`config.mk`:
```
export PLATFORM = sky130hd
export DESIGN_NAME = mem_arbiter
export DESIGN_NICKNAME = d
export VERILOG_FILES = /design/src/rtl/mem_arbiter.sv
export SDC_FILE = /design/constraint.sdc
export NUM_CORES = 1
export LEC_CHECK = 0
export CAP_MARGIN = 20
export CORE_AREA = 2 2 116 118
export DETAILED_ROUTE_END_ITERATION = 16
export DIE_AREA = 0 0 118 120
export PLACE_DENSITY = 0.67
export SLEW_MARGIN = 5
export SYNTH_ARGS = -nofsm -noshare
export SYNTH_HDL_FRONTEND = slang
export SYNTH_SLANG_ARGS = --single-unit
```
`constraint.sdc`:
```
create_clock -name CLK -period 2.26 [get_ports CLK]
set_input_delay 0.339 -clock CLK [delete_from_list [all_inputs] [get_ports CLK]]
set_output_delay 0.339 -clock CLK [all_outputs]
set_load 0.01 [all_outputs]
```
`src/rtl/mem_arbiter.sv`:
```
// Two-port (icache/dcache) arbiter onto a single RAM command bus with halt/park and
// saturating completion counters. Define MEM_ARB_FAIR_EN for alternating grant on contention.
module mem_arbiter (
  input  logic        CLK,
  input  logic        RST,
  input  logic        iREN,
  input  logic [31:0] iaddr,
  input  logic        dREN,
  input  logic        dWEN,
  input  logic [31:0] daddr,
  input  logic [31:0] dstore,
  input  logic        ram_ready,
  input  logic [31:0] ram_load,
  input  logic        halt,
  output logic        ramREN,
  output logic        ramWEN,
  output logic [31:0] ramaddr,
  output logic [31:0] ramstore,
  output logic        iwait,
  output logic        dwait,
  output logic [31:0] iload,
  output logic [31:0] dload,
  output logic        parked,
  output logic [15:0] icount,
  output logic [15:0] dcount
);

  typedef enum logic [1:0] {IDLE, IACC, DACC, PARK} state_t;

  state_t      state_reg, state_next;
  logic        dwr_reg, dwr_next;
  logic [15:0] icount_reg, dcount_reg;
  logic        d_req;
  logic        pick_i;
  logic        i_done, d_done;

  assign d_req = dREN | dWEN;

`ifdef MEM_ARB_FAIR_EN
  logic fair_reg;
  // Toggle set means the icache wins the next contended IDLE cycle.
  assign pick_i = iREN & (~d_req | fair_reg);
`else
  assign pick_i = iREN & ~d_req;
`endif

  always_comb begin
    state_next = state_reg;
    dwr_next   = dwr_reg;
    i_done     = 1'b0;
    d_done     = 1'b0;
    case (state_reg)
      IDLE: begin
        if (halt) begin
          state_next = PARK;
        end else if (pick_i) begin
          state_next = IACC;
        end else if (d_req) begin
          state_next = DACC;
          dwr_next   = dWEN;
        end
      end
      IACC: begin
        if (!iREN) begin
          state_next = IDLE;
        end else if (ram_ready) begin
          i_done     = 1'b1;
          state_next = halt ? PARK : IDLE;
        end
      end
      DACC: begin
        if (!d_req) begin
          state_next = IDLE;
        end else if (ram_ready) begin
          d_done     = 1'b1;
          state_next = halt ? PARK : IDLE;
        end
      end
      PARK: begin
        if (!halt) state_next = IDLE;
      end
      default: state_next = IDLE;
    endcase
  end

  // RAM strobes come only from registered state so request inputs never reach them combinationally.
  always_comb begin
    ramREN   = 1'b0;
    ramWEN   = 1'b0;
    ramaddr  = 32'h0;
    ramstore = 32'h0;
    case (state_reg)
      IACC: begin
        ramREN  = 1'b1;
        ramaddr = iaddr;
      end
      DACC: begin
        ramREN   = ~dwr_reg;
        ramWEN   = dwr_reg;
        ramaddr  = daddr;
        ramstore = dstore;
      end
      default: ;
    endcase
  end

  assign iwait  = iREN & ~i_done;
  assign dwait  = d_req & ~d_done;
  assign iload  = i_done ? ram_load : 32'h0;
  assign dload  = d_done ? ram_load : 32'h0;
  assign parked = (state_reg == PARK);
  assign icount = icount_reg;
  assign dcount = dcount_reg;

  always_ff @(posedge CLK) begin
    if (RST) begin
      state_reg  <= IDLE;
      dwr_reg    <= 1'b0;
      icount_reg <= 16'h0;
      dcount_reg <= 16'h0;
    end else begin
      state_reg <= state_next;
      dwr_reg   <= dwr_next;
      if (i_done && icount_reg != 16'hFFFF) icount_reg <= icount_reg + 16'h1;
      if (d_done && dcount_reg != 16'hFFFF) dcount_reg <= dcount_reg + 16'h1;
    end
  end

`ifdef MEM_ARB_FAIR_EN
  always_ff @(posedge CLK) begin
    if (RST) begin
      fair_reg <= 1'b0;
    end else if (i_done || d_done) begin
      fair_reg <= ~fair_reg;
    end
  end
`endif

endmodule

```
==> Word level (Yosys, flattened, before mapping) <==
Index checks and enable logic that the tools add are counted.
{ "word_totals": {"elab_cells": 48, "register_bits": 35, "out_inout_bits": 165, "inputBits": 135} }
{ "op_classes": {"n_eq_ne": 7, "n_reduce_logical": 5, "n_mux": 20, "add_sub_neg": 2, "n_bitwise": 10} }
{ "op_table": {"columns": ["operator", "n"], "rows": [
  ["$mux W32", 3],
  ["$pmux W32 S2", 1],
  ["$add A16 B1 Y16 const B", 2],
  ["$ne A16 B16 Y1 const B", 2],
  ["$mux W2", 8],
  ["$pmux W2 S4", 1],
  ["$mux W1", 6],
  ["$not A1 Y1", 6],
  ["$eq A2 B2 Y1 const B", 2],
  ["$ne A4 B4 Y1 const B", 1],
  ["$reduce_and A4 Y1", 1],
  ["$and A1 B1 Y1", 3],
  ["$eq A2 B1 Y1 const B", 1],
  ["$logic_and A1 B1 Y1", 2],
  ["$logic_not A2 Y1", 1],
  ["$ne A2 B2 Y1 const B", 1],
  ["$pmux W1 S2", 1],
  ["$reduce_and A2 Y1", 1],
  ["$or A1 B1 Y1", 1]
]} }

==> Longest topological paths before layout <==
Gate-level depths: netlist of run 1.
{ "depth": {"word_depth": 6, "mapped_depth": 9, "ltp_nobuf": 6} }

==> Least setup slack after synthesis of run 1 <==
Ideal clock, no wire load.
{ "synth_path": {"path_kind": "register -> register", "from": "register state_reg[0]", "to": "register dcount_reg[11], in the netlist dcount[11]", "arrival_ns": 1.916, "path_slack_ns": 0.221, "period_less_slack_ns": 2.039, "stages_incl_launch_ff": 8, "required_time_ns": 2.137, "setup_time_ns": 0.123, "path_buffers": 1, "cell_sequence": "dfxtp_1 -> inv_1 -> ha_1 -> buf_2 -> o211ai_2 -> or3_4 -> nor4b_1 -> mux2_1"} }
{ "synth_via": {"elab_chain_cells": 3} }
{ "synth_rtl": {"columns": ["item", "line_no", "text"], "rows": [
  ["start, declared", "30", "state_t state_reg, state_next;"],
  ["start signal, assigned", "122", "state_reg <= state_next;"],
  ["$eq A2 B2 Y1", "52", "case (state_reg)"],
  ["$mux W1", "52", null],
  ["$logic_and A1 B1 Y1", "125", "if (d_done && dcount_reg != 16'hFFFF) dcount_reg <= dcount_reg + 16'h1;"],
  ["end signal, assigned", "125", null],
  ["end, declared", "32", "logic [15:0] icount_reg, dcount_reg;"]
]} }
No other way between the ends.
A chain may end at the register's enable or synchronous reset.

==> Worst setup path after layout of run 1 <==
{ "layout_path": {"from": "register state_reg[1]", "to": "output iload[24]"} }
{ "layout_via": {"elab_chain_cells": 3} }
{ "layout_rtl": {"columns": ["item", "line_no", "text"], "rows": [
  ["$eq A2 B1 Y1", "52", null],
  ["$mux W1", "52", null],
  ["$mux W32", "109", "assign iload = i_done ? ram_load : 32'h0;"],
  ["end, declared", "21", "output logic [31:0] iload,"]
]} }
No other way between the ends.

==> metrics.csv, run 1 <==
stage,metric,value,unit
sta,clock_skew,0.00746,ns
critical_path,reg2reg_from,state_reg[0],
route,drtAntennaViolNets,0,
sta,setup_viol,0,
yosys,synth_area,3120,µm²
critical_path,critical_path.max_fanout,22,
yosys,syn_area_per_cell,7.40,µm²
clock_network,hold_buffers,0,
grt,grt_pass1_vias,4054,
critical_path,reg2reg_to,dcount[11],
power_and_ir_drop,p_switching,889,µW
layout,drive_gt1_share,7.30,%
placement,io_buffers,299,
layout,num-nets-final,869,
sta,timing.final.crit_share,95.6,%
power_and_ir_drop,pwr-share-seq,24.1,%
layout,fill_cells,1321,
status,outcome,finished clean,
power_and_ir_drop,clkPwrFrac,24.6,%
layout,antenna_cells,0,
critical_path,endpoint_kind,output pin,
critical_path,path_class,register to output pin,
clock_network,cts_tree,yes,
yosys,async_flop_share,0,%
power_and_ir_drop,p_leak,0.00292,µW
route,via_count,4280,
clock_network,clk_path_buf_depth,2,
layout,register_area,706,µm²
power_and_ir_drop,combPwrFrac,51.3,%
floorplanning,coreArea,13000,µm²
route,drt_iter0_markers,257,
critical_path,startpoint_type,register,
clock_network,cts.sinks,35,
grt,grt_pass1_wl,22200,µm
sta,rsz0062_at_grt,no,
grt,grt_antenna_before_repair,0,
floorplanning,io_pins,300,
layout,stdcell_area,6570,µm²
clock_network,root_buffer,clkbuf_16,
critical_path,required,1.92,ns
yosys,syn-instance-count,422,
route,first_pass_iters,5,
sta,slew_violations,0,
placement,hpwl,12500,µm
min_path,hold_class,register to register,
placement,gp_congestion,0.888,
clock_network,htree_levels,2,
critical_path,arrival,1.82,ns
floorplanning,initial_core_util,24.1,%
grt,grt_overflow_total,0,
sta,tns,0,ns
placement,placed_area,6480,µm²
yosys,synth-main-ff-cell,dfxtp_1,
floorplanning,die_h,120,µm
route,routed_via_density,4.75,
sta,tightest_slew,0.489,ns
power_and_ir_drop,netSwitchingFraction,32.9,%
route,wirelength,14800,µm
power_and_ir_drop,internal_power,1810,µW
power_and_ir_drop,power_density,411,nW/µm²
run,cap_violations,0,
min_path,whs_endpoint,icount[1],
layout,area_delta_synth_final,110,%
yosys,synth_warnings,0,
yosys,synth_cell_type_count,44,
floorplanning,rows,42,
yosys,synth_edf_count,0,
route,drc_errors,0,
power_and_ir_drop,total_power,2700,µW
yosys,yosysSeqAreaShare,22.4,%
sta,fmax,463,MHz
floorplanning,dieArea,14200,µm²
clock_network,cts.reportedPaths.clkPinSlew,0.06,ns
floorplanning,die-width,118,µm
sta,hold_violations,0,
min_path,min_path_cells,2,
min_path,hold_start,icount[1],
yosys,syn_nets,566,
grt,grt_usage,19.5,%
layout,multiInputGateArea,2310,µm²
clock_network,clock_latency,0.28,ns
yosys,ys_ff_latch,35,
critical_path,worstRegToRegCells,6,
grt,grt_max_degree,34,
route,wl_per_cell,16.4,µm
sta,slew_headroom,67.3,%
clock_network,cts-buffers-inserted,5,
critical_path,rrSetupSlack,0.21,ns
power_and_ir_drop,peakVddDrop,0.228,mV
sta,layout_min_cycle_time,2.16,ns
-- cell type report --
cell class | count | area share [%]
Clock buffer | 7 | 2.02
Clock inverter | 1 | 0.0761
Inverter | 7 | 0.400
Multi-Input combinational cell | 348 | 35.1
Sequential cell | 35 | 10.7
Tap cell | 176 | 3.35
Timing Repair Buffer | 328 | 48.3
-- layer usage --
| layer | vias to the layer above | share of wire, % | track usage [%] |
|---|---|---|---|
| met5 | - | 0 | 0 |
| met4 | 0 | 1.2 | 3.24 |
| met2 | 197 | 48 | 33.5 |
| li1 | 2109 | - | - |
| met1 | 1959 | 40 | 23.4 |
| met3 | 15 | 11 | 7.46 |
-- cell usage in the layout (no fill, tap or decap), types with 3 or more instances in the layout --
master and n:
ha_1 6, a31oi_1 5, or4_1 5, dlymetal6s2s_1 4, a41oi_1 3, o21ai_0 8, and3_1 6, and4_1 4
a21oi_1 19, o31ai_1 5, buf_12 5, a211oi_1 8, inv_1 5, mux2_1 3, nor2_1 17, and2_1 98
mux2_2 3, nor2b_1 41, nand2b_1 3, dlygate4sd2_1 109, nor3_1 8, or3_1 8, nand2_1 12, nand4_1 8
nand3_1 13, o21ai_1 3, a22oi_1 32, clkdlybuf4s50_1 186, clkbuf_16 5, dfxtp_1 33, buf_4 22
-- metrics by stage --
step	setup WS (ns)	util, %	instances	hold WS [ns]
floorplan	0.221	-	422	0.479
global placement	-0.115	49.9	892	0.490
detailed placement	-0.151	49.9	892	0.500
CTS	-0.00617	50.6	902	0.511
global route	0.0136	50.6	902	0.540
finish	0.0988	50.6	902	0.510
-- critical path: stages, from the launching register on --
cell	delay, ns
dfxtp_2	0.40
inv_2	0.09
ha_4	0.17
and3_4	0.16
buf_4	0.14
buf_12	0.14
and2_1	0.16
dlygate4sd2_1	0.28
-- worst max-delay path by stage --
stage                             from         end  slack (ns)  cells after the start
after CTS                 state_reg[1]       iwait      -0.006                      5
after floorplan           state_reg[0]  dcount[11]        0.22                      7
after global routing      state_reg[0]       dwait        0.01                      5
after global placement       ram_ready   iload[24]       -0.12                      5
after detailed placement     ram_ready    iload[2]       -0.15                      5
final                     state_reg[1]   iload[24]         0.1                      7
-- cells by family (layout without fill, tap and decap cells) --
logic type                 Yosys count  after routing  share of synthesized area (%)
DFF                                 35             35                           22.4
and+or+nand+nor                    235            235                           45.3
muxes                                8              8                           2.80
adders and majority gates            9              9                           3.60
buffers and inverters               39            343                           4.89
AOI/OAI and AO/OA                   96             96                           21.0
-- power groups by stage --
stage	clock, µW	sequential [µW]	combinational, µW
floorplan	0	656	598
global placement	0	659	1460
detailed placement	0	660	1480
CTS	682	653	1400
global route	700	656	1490
finish	663	653	1390
-- Yosys cell counts, types with 8 or more instances --
| cell | number | area share, % |
|---|---|---|
| and2_1 | 98 | 20 |
| nor2b_1 | 41 | 8.2 |
| dfxtp_1 | 35 | 22 |
| a22oi_1 | 33 | 7.9 |
| clkbuf_1 | 27 | 3.2 |
| a21oi_1 | 19 | 3.0 |
| nor2_1 | 17 | 2.0 |
| nand3_1 | 13 | 2.1 |
| nand2_1 | 12 | 1.4 |
| ha_1 | 9 | 3.6 |
| a211oi_1 | 8 | 1.9 |
| nand4_1 | 8 | 1.6 |
| nor3_1 | 8 | 1.3 |
| o21ai_0 | 8 | 1.3 |
| or3_1 | 8 | 1.6 |
-- what timing repair did --
action                     CTS  global route
gates cloned                 1             0
setup buffers                1             0
gates resized for setup    123             4
setup endpoints to repair  132             4
Power figures use the tool's default switching activity.
==> inputs of run 2 (changes only) <==
==> constraint.sdc (replaced) <==
create_clock -name CLK -period 2.3 [get_ports CLK]
set_input_delay 0.345 -clock CLK [delete_from_list [all_inputs] [get_ports CLK]]
set_output_delay 0.345 -clock CLK [all_outputs]
set_load 0.01 [all_outputs]
==> run 2 against run 1 <==
Critical path depth fell by 2. Via count fell by 1.2%. Clock power fell by 2%. Final cell count fell by 0.11%. Highest routed layer unchanged.
==> metrics.csv, run 2 (synthesis gave the netlist of run 1 again) <==
stage,metric,value,unit
sta,layout_min_cycle_time,2.19,ns
floorplanning,io_pins,300,
clock_network,htree_levels,2,
floorplanning,initial_core_util,24.1,%
route,via_count,4230,
sta,rsz0062_at_grt,no,
sta,setup_viol,0,
critical_path,startpoint_type,register,
route,wirelength,14900,µm
clock_network,clk_path_buf_depth,2,
floorplanning,die-width,118,µm
grt,grt_max_degree,44,
power_and_ir_drop,peakVddDrop,0.270,mV
floorplanning,die_h,120,µm
critical_path,arrival,1.84,ns
layout,drive_gt1_share,7.31,%
clock_network,cts_tree,yes,
clock_network,cts.reportedPaths.clkPinSlew,0.06,ns
sta,clock_skew,0.00678,ns
grt,grt_pass1_vias,3934,
layout,area_delta_synth_final,111,%
sta,slew_headroom,68.7,%
status,outcome,finished clean,
sta,tns,0,ns
critical_path,required,1.96,ns
sta,fmax,457,MHz
clock_network,root_buffer,clkbuf_16,
route,drc_errors,0,
layout,layout_commonest_cell,clkdlybuf4s50_1,
placement,gp_congestion,0.887,
layout,fin_util,50.9,%
clock_network,clock_latency,0.28,ns
floorplanning,coreArea,13000,µm²
power_and_ir_drop,p_leak,0.00302,µW
placement,io_buffers,299,
sta,tightest_slew,0.469,ns
sta,slew_violations,0,
critical_path,path_class,register to output pin,
min_path,hold_class,register to register,
floorplanning,dieArea,14200,µm²
layout,num-nets-final,868,
grt,grt_overflow_total,0,
route,routed_via_density,4.69,
run,cap_violations,0,
sta,timing.final.crit_share,95.2,%
placement,hpwl,12500,µm
clock_network,cts-buffers-inserted,5,
route,wl_per_cell,16.5,µm
floorplanning,rows,42,
critical_path,critical_path.max_fanout,23,
layout,layout_common_cells,"clkdlybuf4s50_1 (191), and2_1 (98), dlygate4sd2_1 (93)",
grt,grt_pass1_wl,21700,µm
route,drtAntennaViolNets,0,
route,first_pass_iters,4,
power_and_ir_drop,power_density,405,nW/µm²
sta,hold_violations,0,
route,drt_iter0_markers,255,
critical_path,endpoint_kind,output pin,
layout,antenna_cells,0,
grt,grt_usage,19.1,%
clock_network,cts.sinks,35,
clock_network,hold_buffers,0,
grt,grt_antenna_before_repair,0,
power_and_ir_drop,total_power,2680,µW
-- run 2: repair_timing --
action                                  in CTS  in global routing
endpoints found under the setup margin     122                 19
buffers inserted                             1                  0
resized for setup                          102                 19
cloned                                       0                  1
-- run 2: critical path: stages, from the launching register on --
cell,delay [ns]
dfxtp_2,0.35
inv_2,0.11
ha_4,0.18
buf_6,0.17
and2_1,0.15
clkdlybuf4s50_1,0.61
-- run 2: path summary, 6_finish.rpt --
path                                    from  slack, ns  cells past startpoint          end
worst max-delay path            state_reg[0]       0.11                      5  ramstore[3]
worst max register to register     dcount[4]       0.25                      4   dcount[11]
worst min register to register     icount[1]       0.51                      2    icount[1]
worst min-delay path               icount[1]       0.51                      2    icount[1]
-- run 2: power by group --
part	switching, µW	internal (µW)
sequential	19.4	622
clock	251	400
combinational	603	781
-- run 2: metal layers --
layer | global-route usage [%] | share of wire (%)
met1 | 23.1 | 42
met2 | 33.8 | 49
met3 | 6.56 | 8.4
met4 | 2.48 | 1.0
met5 | 0 | 0
-- run 2: cell type report --
class,count,area [µm²]
Clock buffer,7,133
Sequential cell,35,706
Fill cell,1310,6380
Timing Repair Buffer,327,3210
Tap cell,176,220
Multi-Input combinational cell,348,2310
Clock inverter,1,5.00
Inverter,7,26.3
-- run 2: per-stage QoR --
stage               cells  worst slack, ns  hold slack (ns)  cell area [µm²]
floorplan             422            0.261            0.479             3120
global placement      891          -0.0877            0.490             6470
detailed placement    891           -0.151            0.500             6470
CTS                   900          0.00857            0.508             6530
global route          901           0.0333            0.524             6600
finish                901            0.111            0.506             6600
